File: config.mk
export PLATFORM = sky130hd
export DESIGN_NAME = alu24_op_sequencer_flat
export DESIGN_NICKNAME = d
export VERILOG_FILES = /design/src/rtl/alu24_op_sequencer_if.sv /design/src/rtl/alu24_op_sequencer.sv /design/src/flat_wrapper.sv
export SDC_FILE = /design/constraint.sdc
export NUM_CORES = 1
export LEC_CHECK = 0
export BUFFER_PORTS_ARGS = -buffer_cell sky130_fd_sc_hd__clkbuf_2
export CAP_MARGIN = 10
export CORE_ASPECT_RATIO = 0.5
export CORE_MARGIN = 3
export CORE_UTILIZATION = 59
export CTS_CLUSTER_DIAMETER = 120
export DETAILED_ROUTE_END_ITERATION = 8
export PLACE_DENSITY = 0.86
export RECOVER_POWER = 25
export SYNTH_ARGS = -nofsm -noshare
export SYNTH_HDL_FRONTEND = slang
export SYNTH_SLANG_ARGS = --single-unit
File: constraint.sdc
create_clock -name Clock -period 3.5 [get_ports Clock]
set_input_delay 0.7 -clock Clock [delete_from_list [all_inputs] [get_ports Clock]]
set_output_delay 0.7 -clock Clock [all_outputs]
set_load 0.05 [all_outputs]
File: src/rtl/alu24_op_sequencer_if.sv
// Bus between the CPU control path, the 24-bit ALU and the op sequencer.
//   Cmd*  : command valid/ready channel (CPU -> sequencer)
//   Alu*  : operands to / result and flags from the combinational ALU
//   Rsp*  : response valid/ready channel (sequencer -> CPU)
//   Busy  : sequencer not idle
// Modports: slave = sequencer view, master = surrounding environment view.
interface alu24_op_sequencer_if #(
  parameter int DATA_W  = 24,
  parameter int SHAMT_W = 4
);
  logic               CmdValid;
  logic               CmdReady;
  logic [DATA_W-1:0]  CmdA;
  logic [DATA_W-1:0]  CmdB;
  logic [SHAMT_W-1:0] CmdShamt;
  logic               CmdBNegate;
  logic [2:0]         CmdOp;
  logic               CmdMul;

  logic [DATA_W-1:0]  AluA;
  logic [DATA_W-1:0]  AluB;
  logic [SHAMT_W-1:0] AluShamt;
  logic               AluBNegate;
  logic [2:0]         AluOp;
  logic [DATA_W-1:0]  AluResult;
  logic               AluZero;
  logic               AluOverflow;
  logic               AluCarryOut;

  logic               RspValid;
  logic               RspReady;
  logic [DATA_W-1:0]  RspResult;
  logic               RspZero;
  logic               RspOverflow;
  logic               RspCarryOut;

  logic               Busy;

  modport slave (
    input  CmdValid, CmdA, CmdB, CmdShamt, CmdBNegate, CmdOp, CmdMul,
    output CmdReady,
    output AluA, AluB, AluShamt, AluBNegate, AluOp,
    input  AluResult, AluZero, AluOverflow, AluCarryOut,
    output RspValid, RspResult, RspZero, RspOverflow, RspCarryOut,
    input  RspReady,
    output Busy
  );

  modport master (
    output CmdValid, CmdA, CmdB, CmdShamt, CmdBNegate, CmdOp, CmdMul,
    input  CmdReady,
    input  AluA, AluB, AluShamt, AluBNegate, AluOp,
    output AluResult, AluZero, AluOverflow, AluCarryOut,
    input  RspValid, RspResult, RspZero, RspOverflow, RspCarryOut,
    output RspReady,
    input  Busy
  );
endinterface

File: src/rtl/alu24_op_sequencer.sv
// Clocked issuing end of the 24-bit ALU. Accepts one command per valid/ready
// handshake, holds the ALU operands for a settle window, captures the ALU result
// and flags into a valid/ready response. Also performs an unsigned DATA_W x DATA_W
// multiply (low DATA_W bits) as DATA_W shift-and-add steps through the same ALU.
// Ports:
//   Clock  : rising-edge clock
//   ResetN : synchronous reset, active low
//   bus    : command, ALU and response channels (slave view)
//
// state | meaning
// IDLE  | CmdReady=1, waiting for a command
// ISSUE | plain op operands on Alu*, waiting out the settle window
// MUL   | multiply step in progress (acc + mcand on Alu*)
// RESP  | RspValid=1, holding response until RspReady
module alu24_op_sequencer #(
  parameter int         DATA_W        = 24,
  parameter int         SHAMT_W       = 4,
  parameter int         SETTLE_CYCLES = 1,
  parameter logic [2:0] ADD_OP        = 3'b010
) (
  input logic                  Clock,
  input logic                  ResetN,
  alu24_op_sequencer_if.slave  bus
);

  localparam int              CNT_W       = (SETTLE_CYCLES > 1) ? $clog2(SETTLE_CYCLES) : 1;
  localparam logic [CNT_W-1:0] SETTLE_INIT = CNT_W'(SETTLE_CYCLES - 1);
  localparam logic [4:0]      LAST_STEP   = 5'(DATA_W - 1);

  typedef enum logic [1:0] {IDLE, ISSUE, MUL, RESP} state_t;

  state_t             state;
  logic [CNT_W-1:0]   settle_cnt;
  logic [4:0]         step;
  logic [DATA_W-1:0]  acc;
  logic [DATA_W-1:0]  mcand;
  logic [DATA_W-1:0]  mplier;
  logic               mul_ovf;
  logic               shifted_nz;   // some 1 has been shifted out of mcand

  logic               settle_done;
  logic               take_add;
  logic [DATA_W-1:0]  acc_next;
  logic               ovf_next;

  assign settle_done = (settle_cnt == '0);
  assign take_add    = mplier[step];
  assign acc_next    = take_add ? bus.AluResult : acc;
  // Product reaches 2^DATA_W if a taken add carries, or a taken partial product
  // already lost high bits to the shift.
  assign ovf_next    = mul_ovf | (take_add & (bus.AluCarryOut | shifted_nz));

  always_ff @(posedge Clock) begin
    if (!ResetN) begin
      state          <= IDLE;
      settle_cnt     <= '0;
      step           <= '0;
      acc            <= '0;
      mcand          <= '0;
      mplier         <= '0;
      mul_ovf        <= 1'b0;
      shifted_nz     <= 1'b0;
      bus.CmdReady   <= 1'b1;
      bus.Busy       <= 1'b0;
      bus.AluA       <= '0;
      bus.AluB       <= '0;
      bus.AluShamt   <= '0;
      bus.AluBNegate <= 1'b0;
      bus.AluOp      <= '0;
      bus.RspValid   <= 1'b0;
      bus.RspResult  <= '0;
      bus.RspZero    <= 1'b0;
      bus.RspOverflow <= 1'b0;
      bus.RspCarryOut <= 1'b0;
    end else begin
      case (state)
        IDLE: begin
          if (bus.CmdValid && bus.CmdReady) begin
            bus.CmdReady <= 1'b0;
            bus.Busy     <= 1'b1;
            settle_cnt   <= SETTLE_INIT;
            if (bus.CmdMul) begin
              state          <= MUL;
              step           <= '0;
              acc            <= '0;
              mcand          <= bus.CmdA;
              mplier         <= bus.CmdB;
              mul_ovf        <= 1'b0;
              shifted_nz     <= 1'b0;
              bus.AluA       <= '0;
              bus.AluB       <= bus.CmdA;
              bus.AluShamt   <= '0;
              bus.AluBNegate <= 1'b0;
              bus.AluOp      <= ADD_OP;
            end else begin
              state          <= ISSUE;
              bus.AluA       <= bus.CmdA;
              bus.AluB       <= bus.CmdB;
              bus.AluShamt   <= bus.CmdShamt;
              bus.AluBNegate <= bus.CmdBNegate;
              bus.AluOp      <= bus.CmdOp;
            end
          end
        end

        ISSUE: begin
          if (settle_done) begin
            state           <= RESP;
            bus.RspValid    <= 1'b1;
            bus.RspResult   <= bus.AluResult;
            bus.RspZero     <= bus.AluZero;
            bus.RspOverflow <= bus.AluOverflow;
            bus.RspCarryOut <= bus.AluCarryOut;
          end else begin
            settle_cnt <= settle_cnt - CNT_W'(1);
          end
        end

        MUL: begin
          if (settle_done) begin
            acc        <= acc_next;
            mul_ovf    <= ovf_next;
            mcand      <= mcand << 1;
            shifted_nz <= shifted_nz | mcand[DATA_W-1];
            if (step == LAST_STEP) begin
              // Alu* keep the final step's operands while the response is held.
              state           <= RESP;
              bus.RspValid    <= 1'b1;
              bus.RspResult   <= acc_next;
              bus.RspZero     <= (acc_next == '0);
              bus.RspOverflow <= ovf_next;
              bus.RspCarryOut <= 1'b0;
            end else begin
              step       <= step + 5'd1;
              settle_cnt <= SETTLE_INIT;
              bus.AluA   <= acc_next;
              bus.AluB   <= mcand << 1;
            end
          end else begin
            settle_cnt <= settle_cnt - CNT_W'(1);
          end
        end

        RESP: begin
          if (bus.RspReady) begin
            state        <= IDLE;
            bus.RspValid <= 1'b0;
            bus.CmdReady <= 1'b1;
            bus.Busy     <= 1'b0;
          end
        end

        default: state <= IDLE;
      endcase
    end
  end

endmodule

File: src/flat_wrapper.sv
// flat-port wrapper written by rule: the top's interface ports become plain ports
module alu24_op_sequencer_flat 
#(
  parameter int         DATA_W        = 24,
  parameter int         SHAMT_W       = 4,
  parameter int         SETTLE_CYCLES = 1,
  parameter logic [2:0] ADD_OP        = 3'b010
)
  (Clock, ResetN, bus_CmdValid, bus_CmdA, bus_CmdB, bus_CmdShamt, bus_CmdBNegate, bus_CmdOp, bus_CmdMul, bus_CmdReady, bus_AluA, bus_AluB, bus_AluShamt, bus_AluBNegate, bus_AluOp, bus_AluResult, bus_AluZero, bus_AluOverflow, bus_AluCarryOut, bus_RspValid, bus_RspResult, bus_RspZero, bus_RspOverflow, bus_RspCarryOut, bus_RspReady, bus_Busy);
  alu24_op_sequencer_if #(.DATA_W(DATA_W), .SHAMT_W(SHAMT_W)) bus_i ();
  input logic Clock;
  input logic ResetN;
  input wire logic [$bits(bus_i.CmdValid)-1:0] bus_CmdValid;
  input wire logic [$bits(bus_i.CmdA)-1:0] bus_CmdA;
  input wire logic [$bits(bus_i.CmdB)-1:0] bus_CmdB;
  input wire logic [$bits(bus_i.CmdShamt)-1:0] bus_CmdShamt;
  input wire logic [$bits(bus_i.CmdBNegate)-1:0] bus_CmdBNegate;
  input wire logic [$bits(bus_i.CmdOp)-1:0] bus_CmdOp;
  input wire logic [$bits(bus_i.CmdMul)-1:0] bus_CmdMul;
  output wire logic [$bits(bus_i.CmdReady)-1:0] bus_CmdReady;
  output wire logic [$bits(bus_i.AluA)-1:0] bus_AluA;
  output wire logic [$bits(bus_i.AluB)-1:0] bus_AluB;
  output wire logic [$bits(bus_i.AluShamt)-1:0] bus_AluShamt;
  output wire logic [$bits(bus_i.AluBNegate)-1:0] bus_AluBNegate;
  output wire logic [$bits(bus_i.AluOp)-1:0] bus_AluOp;
  input wire logic [$bits(bus_i.AluResult)-1:0] bus_AluResult;
  input wire logic [$bits(bus_i.AluZero)-1:0] bus_AluZero;
  input wire logic [$bits(bus_i.AluOverflow)-1:0] bus_AluOverflow;
  input wire logic [$bits(bus_i.AluCarryOut)-1:0] bus_AluCarryOut;
  output wire logic [$bits(bus_i.RspValid)-1:0] bus_RspValid;
  output wire logic [$bits(bus_i.RspResult)-1:0] bus_RspResult;
  output wire logic [$bits(bus_i.RspZero)-1:0] bus_RspZero;
  output wire logic [$bits(bus_i.RspOverflow)-1:0] bus_RspOverflow;
  output wire logic [$bits(bus_i.RspCarryOut)-1:0] bus_RspCarryOut;
  input wire logic [$bits(bus_i.RspReady)-1:0] bus_RspReady;
  output wire logic [$bits(bus_i.Busy)-1:0] bus_Busy;
  assign bus_i.CmdValid = bus_CmdValid;
  assign bus_i.CmdA = bus_CmdA;
  assign bus_i.CmdB = bus_CmdB;
  assign bus_i.CmdShamt = bus_CmdShamt;
  assign bus_i.CmdBNegate = bus_CmdBNegate;
  assign bus_i.CmdOp = bus_CmdOp;
  assign bus_i.CmdMul = bus_CmdMul;
  assign bus_CmdReady = bus_i.CmdReady;
  assign bus_AluA = bus_i.AluA;
  assign bus_AluB = bus_i.AluB;
  assign bus_AluShamt = bus_i.AluShamt;
  assign bus_AluBNegate = bus_i.AluBNegate;
  assign bus_AluOp = bus_i.AluOp;
  assign bus_i.AluResult = bus_AluResult;
  assign bus_i.AluZero = bus_AluZero;
  assign bus_i.AluOverflow = bus_AluOverflow;
  assign bus_i.AluCarryOut = bus_AluCarryOut;
  assign bus_RspValid = bus_i.RspValid;
  assign bus_RspResult = bus_i.RspResult;
  assign bus_RspZero = bus_i.RspZero;
  assign bus_RspOverflow = bus_i.RspOverflow;
  assign bus_RspCarryOut = bus_i.RspCarryOut;
  assign bus_i.RspReady = bus_RspReady;
  assign bus_Busy = bus_i.Busy;
  alu24_op_sequencer #(.DATA_W(DATA_W), .SHAMT_W(SHAMT_W), .SETTLE_CYCLES(SETTLE_CYCLES), .ADD_OP(ADD_OP)) u_core (.Clock(Clock), .ResetN(ResetN), .bus(bus_i));
endmodule
# Word level (Yosys, flattened, before mapping)
# Cells that the tools add are included.
dict set report word_totals {
  out_inout_bits 86
  elab_cells 127
  ff_bits 168
}
dict set report classes {
  bitwise 4
  n_lt_le_gt_ge 1
  n_mux 70
  reduce_logical 19
  addsub 2
  n_eq_ne 11
}
# op count
set ops {}
lappend ops {{$mux W24} 18}
lappend ops {{$pmux W24 S2} 5}
lappend ops {{$logic_not A24 Y1} 1}
lappend ops {{$mux W1} 23}
lappend ops {{$mux W5} 4}
lappend ops {{$pmux W1 S2} 8}
lappend ops {{$reduce_and A5 Y1} 3}
lappend ops {{$mux W2} 6}
lappend ops {{$reduce_and A4 Y1} 3}
lappend ops {{$ne A2 B2 Y1 const B} 5}
lappend ops {{$pmux W5 S2} 1}
lappend ops {{$pmux W2 S4} 1}
lappend ops {{$reduce_bool A2 Y1} 4}
lappend ops {{$lt A5 B6 Y1 const B} 1}
lappend ops {{$reduce_and A3 Y1} 2}
lappend ops {{$add A5 B1 Y5 const B} 1}
lappend ops {{$bmux W1 S5} 1}
lappend ops {{$eq A5 B5 Y1 const B} 1}
lappend ops {{$eq A2 B2 Y1 const B} 2}
lappend ops {{$mux W4} 1}
lappend ops {{$ne A2 B1 Y1 const B} 2}
lappend ops {{$reduce_and A2 Y1} 2}
lappend ops {{$mux W3} 1}
lappend ops {{$or A1 B1 Y1} 3}
lappend ops {{other kinds (8)} 8}

# Logic depth before layout (Yosys ltp)
# Gate-level depths: netlist of run 1.
dict set report logic_depth {
  depth_word 7
  ltp_mapped 11
}

# Worst setup path before layout of run 1
# OpenSTA, ideal clock, no wires.
dict set report synth_timing {
  path_type {input port to flip-flop}
  from {input bus_CmdMul}
  to {register u_core.mcand[13]}
  arrival_time_ps 2099
  path_buffers 3
  setup_time_ps 137
  setup_slack_ps 1263
  path_stages 6
  path_cell_list {buf_2 -> nand4_1 -> o21ai_1 -> clkbuf_1 -> buf_1 -> a211oi_1}
}
dict set report synth_between {
  elab_chain_cells 2
}
# element line
set synth_rtl {}
lappend synth_rtl {{start: declaration} flat_wrapper.sv:19} ;# input wire logic [$bits(bus_i.CmdMul)-1:0] bus_CmdMul;
lappend synth_rtl {{$ne A2 B2 Y1 (no line)} n/a}
lappend synth_rtl {{$reduce_and A4 Y1 (no line)} n/a}
lappend synth_rtl {{end signal: assignment} alu24_op_sequencer.sv:86} ;# mcand <= bus.CmdA;
lappend synth_rtl {{end signal: assignment} alu24_op_sequencer.sv:123} ;# mcand <= mcand << 1;
lappend synth_rtl {{end: declaration} alu24_op_sequencer.sv:36} ;# logic [DATA_W-1:0] mcand;
# No other way between the ends.
# A chain may end at the register's enable or synchronous reset.

# Worst setup path after layout of run 1
dict set report layout_timing {
  from {register u_core.step[1]}
  to {register u_core.acc[23]}
}
dict set report layout_between {
  elab_chain_cells 5
}
# element line
set layout_rtl {}
lappend layout_rtl {{start: declaration} alu24_op_sequencer.sv:34} ;# logic [4:0] step;
lappend layout_rtl {{start signal: assignment} alu24_op_sequencer.sv:134} ;# step <= step + 5'd1;
lappend layout_rtl {{$bmux W1 S5} alu24_op_sequencer.sv:47} ;# assign take_add = mplier[step];
lappend layout_rtl {{$mux W1 (not written as such)} alu24_op_sequencer.sv:47}
lappend layout_rtl {{$mux W24} alu24_op_sequencer.sv:48} ;# assign acc_next = take_add ? bus.AluResult : acc;
lappend layout_rtl {{$mux W24} alu24_op_sequencer.sv:120} ;# if (settle_done) begin
lappend layout_rtl {{$pmux W24 S2} alu24_op_sequencer.sv:76} ;# case (state)
lappend layout_rtl {{end signal: assignment} alu24_op_sequencer.sv:121} ;# acc <= acc_next;
lappend layout_rtl {{end: declaration} alu24_op_sequencer.sv:35} ;# logic [DATA_W-1:0] acc;
# No other way between the ends. The select of a mux whose other input is x is not followed.

==> flow_summary.yaml, run 1 <==
run_status:
  status: "completed"
sta:
  fin_skew_ns: 0.0116
  rsz0062_at_grt: "no"
  slew_headroom: 0.479
  hold_violations: 0
  worst_pin_slew_ns: 0.779
  layout_min_cycle_time_ns: 3.09
  fin_tns_setup_ns: 0
  finalMaxSlewViolations: 0
  setup_viol: 0
  post-route-period-util: 0.883
  max_freq_mhz: 324
synthesis:
  synth_edf_count: 0
  yosysSeqAreaShare: 0.422
  ys_types: 47
  synth_fa_ha_area_frac: 0.00632
  ys.flop_type: "dfxtp_1"
  synthArstFlopShare: 0
  syn_area_mm2: 0.00791
  synthCells: 938
  ys_ff_latch: 167
  synth_compound_area_frac: 0.220
  synth_top_family_by_area: "compound AO/OA/AOI/OAI gates"
  avgSynthCellArea_um2: 8.44
  synth-simple-area-share: 0.167
  synth_xor_xnor_area_share: 0.00332
  muxShareOfSynthArea: 0.128
  syn_nets: 1030
  yosysWarnings: 0
drt:
  ant_nets: 0
  drc: 0
  vias_per_cell: 6.15
  vias: 7690
  avgRoutedWirePerCell_um: 19.0
  drt_iter0_drc: 827
  dr.pass1.iters: 7
  drt-total-wl_um: 23700
critical_path:
  critPathKind: "reg -> reg"
  path_max_fanout: 27
  start_kind: "flip-flop"
  critical_path_arrival_ns: 3.43
  worstPathRequired_ns: 3.84
  r2r_slack_ns: 0.41
  endpoint_kind: "flip-flop"
global_route:
  grt_pass1_wl_um: 36900
  grt_use_total: 0.309
  grt_max_degree: 89
  antenna_found_initial: 0
  first_global_vias: 7061
  grt-ovfl-total: 0
pwr:
  ir_drop_mv: 0.598
  total_power_mw: 8.68
  p_leak_nw: 3.68
  power_density_mw_per_mm2: 932
floorplanning:
  dieArea_mm2: 0.0149
  die_h_um: 87.9
  initial_core_util: 0.614
  fp.dieW_um: 170
  coreArea_mm2: 0.0129
  rows: 29
  ios: 174
clock_network:
  clk_latency_ns: 0.43
  clockBufferDepth: 2
  clk_pin_slew_ns: 0.07
  htreeDepth: 4
  cts_buffers: 17
  cts_tree: "done"
  cts_sinks: 167
  holdBufCountCts: 0
  cts_setup_buffers: 0
  cts_resized: 0
  cts_root_buffer: "clkbuf_16"
layout:
  antennaDiodeCount: 0
  fin_area_mm2: 0.00931
  finalNetCount: 1159
  fillCellCount: 988
  area_growth_pct: 17.6
  drive_gt1_frac: 0.177
worst_hold_path:
  hp-class: "reg -> reg"
placed_design:
  post_dp_cell_area_mm2: 0.00878
  io_buffers: 173
  dp_hpwl_um: 15800
  place.gp.congestion: 0.896
job:
  cap_violations: 0
-- worst max-delay path: stages (launching register included) --
cell	delay, ns
dfxtp_1	0.69
mux2i_1	0.17
a311oi_2	0.35
nand3_2	0.15
nand3_1	0.12
buf_4	0.41
nand3_2	0.69
o22ai_2	0.40
-- per-layer routing --
layer	global-route usage	wire [um]	vias up
met5	0	0	-
met4	0.120	610	0
met3	0.0627	2310	64
met2	0.475	10300	421
met1	0.434	10500	3593
li1	-	-	3612
-- cell usage in the layout (no fill, tap or decap), drive strengths merged, types with 3 or more instances in the layout --
cell	instances
dfxtp	167
nor3	5
o21ai	66
o211ai	16
nor2	53
ha	4
clkinvlp	3
inv	8
nor4	13
o22ai	48
a211oi	14
buf	17
a311oi	11
nand3	10
nand2	172
nor3b	7
a32oi	3
and3	24
clkinv	6
mux2i	97
a21oi	115
clkbuf	193
nor2b	4
-- state kept, by name, summed over array words and instances (netlist names) --
name                    cells
u_core.bus.RspCarryOut      1
u_core.bus.RspValid         1
u_core.mul_ovf              1
u_core.bus.AluB            24
u_core.bus.AluBNegate       1
u_core.step                 5
u_core.bus.CmdReady         1
u_core.acc                 24
u_core.bus.RspZero          1
u_core.bus.AluOp            3
u_core.state                2
u_core.shifted_nz           1
u_core.mplier              24
u_core.mcand               24
u_core.bus.RspResult       24
u_core.bus.RspOverflow      1
u_core.bus.AluA            24
u_core.bus.Busy             1
u_core.bus.AluShamt         4
-- synth_stat cells (all sizes together), types with 2 or more instances --
| cell type | instances | area (um^2) |
|---|---|---|
| nor3b | 7 | 52.6 |
| nor2 | 53 | 199 |
| nand2b | 2 | 12.5 |
| a32oi | 3 | 26.3 |
| and4 | 2 | 17.5 |
| a21oi | 115 | 576 |
| clkbuf | 55 | 206 |
| or2 | 2 | 12.5 |
| nand3 | 10 | 60.1 |
| dfxtp | 167 | 3340 |
| nand4 | 2 | 27.5 |
| ha | 4 | 50.1 |
| buf | 25 | 181 |
| inv | 6 | 22.5 |
| xnor2 | 2 | 17.5 |
| a211oi | 14 | 105 |
| o22ai | 48 | 425 |
| a311oi | 11 | 103 |
| o21ai | 66 | 330 |
| mux2i | 97 | 971 |
| nor3 | 5 | 25.0 |
| nor4 | 13 | 81.3 |
| o211ai | 16 | 120 |
| nor2b | 4 | 25.0 |
| mux4 | 2 | 45.0 |
| and3 | 24 | 150 |
| nand2 | 172 | 646 |
-- path summary, 6_finish.rpt --
check,startpoint,endpoint,cells past startpoint
worst max-delay path,u_core.step[1]$_SDFFE_PN0P_,u_core.acc[23]$_SDFFE_PN0P_,7
worst min-delay path,u_core.bus.AluB[11]$_SDFFE_PN0P_,u_core.bus.AluB[11]$_SDFFE_PN0P_,2
worst max register to register,u_core.step[1]$_SDFFE_PN0P_,u_core.acc[23]$_SDFFE_PN0P_,7
worst min register to register,u_core.bus.AluB[11]$_SDFFE_PN0P_,u_core.bus.AluB[11]$_SDFFE_PN0P_,2
-- kinds of logic after synthesis --
| logic type | count (synthesis) |
|---|---|
| xor+xnor | 3 |
| simple gates | 298 |
| flops | 167 |
| buf+inv | 87 |
| fa+ha+maj | 4 |
| mux | 99 |
| compound gates | 280 |
-- power breakdown --
group,total (mW),switching [mW],internal [mW],leakage [nW]
logic,4.07,3.06,1.01,2.04
clock network,1.92,0.815,1.10,0.284
registers,2.69,0.306,2.38,1.36
-- through the flow --
step                      std cells  hold WS [ns]  utilization  worst slack [ns]
final                          1250         0.454        0.723             0.409
after global routing           1250         0.471        0.723             0.291
after CTS                      1249         0.456        0.728             0.479
after detailed placement       1217         0.447        0.681             0.532
after global placement         1217         0.444        0.681             0.671
after floorplan                 938         0.432            -              1.26
-- final cells by class --
class                           instances  area (um^2)  area share
Sequential cell                       167         3340       0.359
Clock inverter                         12          144      0.0155
Clock buffer                           20          457      0.0491
Inverter                                7         27.5     0.00296
Timing Repair Buffer                  190          941       0.101
Multi-Input combinational cell        684         4180       0.449
Tap cell                              170          213      0.0228
Note: power is estimated with default switching activity, not from simulation.
==> run 2, diff against run 1 <==
--- a/config.mk
+++ b/config.mk
@@ -9,10 +9,10 @@
 export CAP_MARGIN = 10
 export CORE_ASPECT_RATIO = 0.5
 export CORE_MARGIN = 3
-export CORE_UTILIZATION = 59
+export CORE_UTILIZATION = 30
 export CTS_CLUSTER_DIAMETER = 120
 export DETAILED_ROUTE_END_ITERATION = 8
-export PLACE_DENSITY = 0.86
+export GPL_ROUTABILITY_DRIVEN = 0
 export RECOVER_POWER = 25
 export SYNTH_ARGS = -nofsm -noshare
 export SYNTH_HDL_FRONTEND = slang
==> run 2 against run 1 <==
Clock-buffer cell count is 2 lower. Non-clock buffer count up 2. Critical path depth up 3. Clock power increased by 3%. First-iteration DRC count decreased by 28%. Die area is 91% higher. Combinational power about the same. Flip-flop and latch count did not move. Critical endpoint is now u_core.bus.AluA[10]$_SDFFE_PN0P_. Clock skew rose by 0.0024 ns. Wire length rose by 6.0%. Hold slack is essentially flat.
==> flow_summary.yaml, run 2 (synthesis gave the netlist of run 1 again) <==
sta:
  fin_tns_setup_ns: 0
  hold_ws_ns: 0.454
  setup_viol: 0
  fin_skew_ns: 0.0140
  max_freq_mhz: 357
  hold_violations: 0
  rsz0062_at_grt: "no"
  finalMaxSlewViolations: 0
  layout_min_cycle_time_ns: 2.80
  slew_headroom: 0.222
  worst_pin_slew_ns: 1.16
  post-route-period-util: 0.800
drt:
  vias: 7295
  ant_nets: 0
  drt-total-wl_um: 25200
  dr.pass1.iters: 5
  drt_iter0_drc: 592
  drc: 0
  vias_per_cell: 5.11
  avgRoutedWirePerCell_um: 17.6
floorplanning:
  fp.dieW_um: 236
  ios: 174
  initial_core_util: 0.310
  rows: 41
  coreArea_mm2: 0.0255
  dieArea_mm2: 0.0285
  die_h_um: 121
pwr:
  ir_drop_mv: 0.343
  sw_frac_of_total: 0.476
  pwr-share-seq: 0.308
  comb_power_share: 0.466
  clock_power_share: 0.227
  intPower_mw: 4.56
  power.switching_mw: 4.14
  p_leak_nw: 3.71
  power_density_mw_per_mm2: 909
  total_power_mw: 8.70
global_route:
  grt_pass1_wl_um: 39500
  grt_max_degree: 89
  antenna_found_initial: 1
  grt_use_total: 0.174
  first_global_vias: 7032
  grt-ovfl-total: 0
critical_path:
  endpoint_kind: "flip-flop"
  critical_path_arrival_ns: 3.15
  worstPathRequired_ns: 3.85
  critPathKind: "reg -> reg"
  path_max_fanout: 54
  start_kind: "flip-flop"
layout:
  final_cell_mix: "nand2_1, dfxtp_1, a21oi_1"
  fin_area_mm2: 0.00957
  layout_commonest_cell: "nand2_1"
  drive_gt1_frac: 0.180
  area_growth_pct: 21.0
  finalNetCount: 1161
  finalCoreUtilization: 0.375
clock_network:
  clk_latency_ns: 0.43
  cts_resized: 0
  htreeDepth: 4
  clockBufferDepth: 2
  cts_root_buffer: "clkbuf_16"
  cts_setup_buffers: 0
  cts_sinks: 167
  holdBufCountCts: 0
  cts_buffers: 17
  clk_pin_slew_ns: 0.07
  cts_tree: "done"
placed_design:
  dp_hpwl_um: 18200
  post_dp_cell_area_mm2: 0.00904
  io_buffers: 173
run_status:
  status: "completed"
job:
  cap_violations: 0
worst_hold_path:
  hp-class: "reg -> reg"
## run 2: final timing paths
| kind | from | to | slack (ns) | depth (start not counted) |
|---|---|---|---|---|
| max | u_core.state[0]$_SDFFE_PN0P_ | u_core.bus.AluA[10]$_SDFFE_PN0P_ | 0.70 | 10 |
| min | u_core.mplier[3]$_SDFFE_PN0P_ | u_core.mplier[3]$_SDFFE_PN0P_ | 0.45 | 2 |
| max reg2reg | u_core.state[0]$_SDFFE_PN0P_ | u_core.bus.AluA[10]$_SDFFE_PN0P_ | 0.70 | 10 |
| min reg2reg | u_core.mplier[3]$_SDFFE_PN0P_ | u_core.mplier[3]$_SDFFE_PN0P_ | 0.45 | 2 |
## run 2: cell type report
| cell class | instances | area, um^2 |
|---|---|---|
| antenna | 1 | 2.50 |
| clock buffer | 18 | 439 |
| clock inverter | 14 | 173 |
| fill | 2681 | 16000 |
| inverter | 7 | 27.5 |
| multi-input combinational | 684 | 4190 |
| sequential | 167 | 3340 |
| tap | 344 | 430 |
| timing repair buffer | 192 | 968 |
## run 2: power groups by stage
stage	Sequential (mW)	Clock (mW)	Combinational [mW]
after CTS	2.68	2.01	4.12
after detailed placement	2.72	0	4.11
final	2.68	1.97	4.05
after global routing	2.73	2.10	4.39
after global placement	2.69	0	4.06
after floorplan	3.86	0	1.90
## run 2: per-layer routing
metal / GRT usage / vias up / wire length [um]
li1: - / 3629 / -
met1: 0.234 / 3475 / 11800
met2: 0.285 / 169 / 12000
met3: 0.0292 / 22 / 884
met4: 0.0573 / 0 / 391
met5: 0 / - / 0
## run 2: per-stage QoR
step	worst slack [ns]	cells
5_1_grt	0.498	1427
6_report	0.699	1427
4_1_cts	0.729	1426
2_1_floorplan	1.26	938
3_3_place_gp	0.853	1394
3_5_place_dp	0.716	1394
## run 2: worst max-delay path: stages (launching register included)
cell	delay, ns
dfxtp_1	0.38
inv_1	0.08
ha_2	0.34
clkinv_1	0.11
buf_4	0.32
nand2_1	0.18
a21oi_4	0.60
buf_12	0.30
and3_1	0.21
a21oi_1	0.05
o22ai_1	0.12
==> run 3, diff against run 2 <==
==> constraint.sdc (replaced) <==
create_clock -name Clock -period 2.26 [get_ports Clock]
set_input_delay 0.452 -clock Clock [delete_from_list [all_inputs] [get_ports Clock]]
set_output_delay 0.452 -clock Clock [all_outputs]
set_load 0.05 [all_outputs]
==> run 3 against run 2 <==
Clock skew is 0.0016 ns higher. Combinational power is 58% higher. Setup slack worse by 0.59 ns. Register-to-register slack worse by 0.59 ns. Wire length is 1.3% lower. First-iteration DRC count is 11% higher. Non-clock buffer count is 17 higher. Via count is 1.5% higher. Die area stayed put. Sequential share of layout area is 0.41 points lower. Hold slack worse by 0.18 ns. Largest power group unchanged. Highest routed layer unchanged.
==> flow_summary.yaml, run 3 (synthesis gave the netlist of run 1 again) <==
floorplanning:
  die_h_um: 121
  rows: 41
  coreArea_mm2: 0.0255
  initial_core_util: 0.310
  dieArea_mm2: 0.0285
  fp.dieW_um: 236
  ios: 174
placed_design:
  dp_hpwl_um: 18400
  dp_cells: 1410
  dp_slack_ns: 0.156
  io_buffers: 173
sta:
  hold_violations: 0
  fin_tns_setup_ns: 0
  slew_headroom: 0.558
  finalMaxSlewViolations: 0
  worst_pin_slew_ns: 0.666
  post-route-period-util: 0.951
  layout_min_cycle_time_ns: 2.15
  layout_setup_ws_ns: 0.112
  rsz0062_at_grt: "no"
  fin_skew_ns: 0.0156
  setup_viol: 0
  max_freq_mhz: 465
clock_network:
  clk_latency_ns: 0.43
  htreeDepth: 4
  cts_tree: "done"
  clockBufferDepth: 2
  clk_pin_slew_ns: 0.07
  holdBufCountCts: 0
  cts_sinks: 167
  cts_root_buffer: "clkbuf_16"
  cts_buffers: 17
pwr:
  sw_frac_of_total: 0.477
  power_density_mw_per_mm2: 1370
  power.switching_mw: 6.34
  ir_drop_mv: 0.557
  intPower_mw: 6.96
  p_leak_nw: 3.79
  clock_power_share: 0.207
  pwr-share-seq: 0.311
  comb_power_share: 0.482
job:
  cap_violations: 0
layout:
  final_cell_mix: "nand2_1, dfxtp_1, a21oi_1"
  drive_gt1_frac: 0.192
  finalNetCount: 1178
  antennaDiodeCount: 0
  finalCoreUtilization: 0.379
  area_growth_pct: 22.5
  fin_cells: 1443
  layout_commonest_cell: "nand2_1"
drt:
  drt-total-wl_um: 24800
  vias: 7408
  avgRoutedWirePerCell_um: 17.2
  ant_nets: 0
  vias_per_cell: 5.13
  drc: 0
  dr.pass1.iters: 5
  drt_iter0_drc: 659
global_route:
  grt-ovfl-total: 0
  first_global_vias: 7042
  grt_max_degree: 89
  antenna_found_initial: 0
  grt.busiest_layer: "met2"
  use_met3: 0.0262
  grtUsageMet1: 0.229
  grt_use_total: 0.170
  grt_pass1_wl_um: 39000
  met2_usage: 0.284
critical_path:
  critical_path_arrival_ns: 2.46
  slowest_stage: "dfxtp_1"
  worstPathRequired_ns: 2.57
  max_stage_delay_ns: 0.38
  r2r_cells: 8
  r2r_end: "u_core.bus.AluA[11]$_SDFFE_PN0P_"
  critPathKind: "reg -> reg"
  endpoint_kind: "flip-flop"
  crit_chain: "buf_4, mux2i_1, a311oi_1, nand3_1, nand3_2, buf_12, mux2i_1, o22ai_1"
  r2r_slack_ns: 0.11
  r2r_start: "u_core.step[2]$_SDFFE_PN0P_"
  path_common_cell: "mux2i_1"
  path_buf_inv: 2
  path_max_fanout: 25
  start_kind: "flip-flop"
  path_delay_family: "simple AND/OR/NAND/NOR gates"
worst_hold_path:
  hp-class: "in -> reg"
  hp-start: "bus_CmdB[14]"
  min_to: "u_core.mplier[14]$_SDFFE_PN0P_"
  hold_depth: 3
run_status:
  status: "completed"
[run 3: changes by cell type in the layout (fill, tap and decap cells not counted), sizes merged]
| cell | before | now |
|---|---|---|
| clkbuf | 191 | 197 |
| clkinvlp | 4 | 2 |
| inv | 9 | 7 |
| diode | 1 | 0 |
| clkinv | 5 | 6 |
| bufinv | 3 | 0 |
| buf | 19 | 36 |
[run 3: worst max-delay path by stage]
stage,depth (start not counted),end,start
after floorplan,5,u_core.mcand[13]$_SDFFE_PN0P_,u_core.bus.CmdReady$_SDFFE_PN1P_
after global placement,10,u_core.step[1]$_SDFFE_PN0P_,u_core.state[0]$_SDFFE_PN0P_
after detailed placement,8,u_core.bus.AluA[11]$_SDFFE_PN0P_,u_core.step[0]$_SDFFE_PN0P_
after CTS,8,u_core.bus.AluA[11]$_SDFFE_PN0P_,u_core.step[2]$_SDFFE_PN0P_
after global routing,8,u_core.bus.AluA[21]$_SDFFE_PN0P_,u_core.step[2]$_SDFFE_PN0P_
final,8,u_core.bus.AluA[11]$_SDFFE_PN0P_,u_core.step[2]$_SDFFE_PN0P_
[run 3: area by class of cell]
| class | instances | area (um^2) |
|---|---|---|
| Clock buffer | 24 | 492 |
| Timing Repair Buffer | 209 | 1140 |
| Fill cell | 2634 | 15900 |
| Inverter | 7 | 27.5 |
| Tap cell | 344 | 430 |
| Clock inverter | 8 | 63.8 |
| Sequential cell | 167 | 3340 |
| Multi-Input combinational cell | 684 | 4190 |
[run 3: worst reg2reg max path: stages (launching register included)]
cell      delay [ns]
dfxtp_1         0.38
buf_4           0.18
mux2i_1         0.09
a311oi_1        0.27
nand3_1         0.25
nand3_2         0.21
buf_12          0.23
mux2i_1         0.31
o22ai_1         0.11
[run 3: what timing repair did]
| action | 4_1_cts | 5_1_grt |
|---|---|---|
| buffers inserted | 0 | 0 |
| setup endpoints to repair | 0 | 40 |
| resized for setup | 0 | 3 |
[run 3: power groups by stage]
| stage | clock network (mW) | logic, mW | registers (mW) |
|---|---|---|---|
| floorplan | 0 | 2.94 | 5.97 |
| global placement | 0 | 6.43 | 4.18 |
| detailed placement | 0 | 6.48 | 4.21 |
| CTS | 2.81 | 6.50 | 4.15 |
| global route | 2.94 | 6.94 | 4.23 |
| finish | 2.75 | 6.41 | 4.14 |
[run 3: through the flow]
| stage | area [um^2] | total power [mW] | hold WS (ns) |
|---|---|---|---|
| finish | 9690 | 13.3 | 0.272 |
| global route | 9690 | 14.1 | 0.280 |
| CTS | 9750 | 13.5 | 0.256 |
| detailed placement | 9190 | 10.7 | 0.448 |
| global placement | 9190 | 10.6 | 0.445 |
| floorplan | 7910 | 8.91 | 0.432 |
[run 3: metal layers]
metal  vias to the layer above  routed length, um
met5                         -                  0
met4                         0                482
met3                        31               1030
met2                       194              11900
met1                      3537              11500
li1                       3646                  -
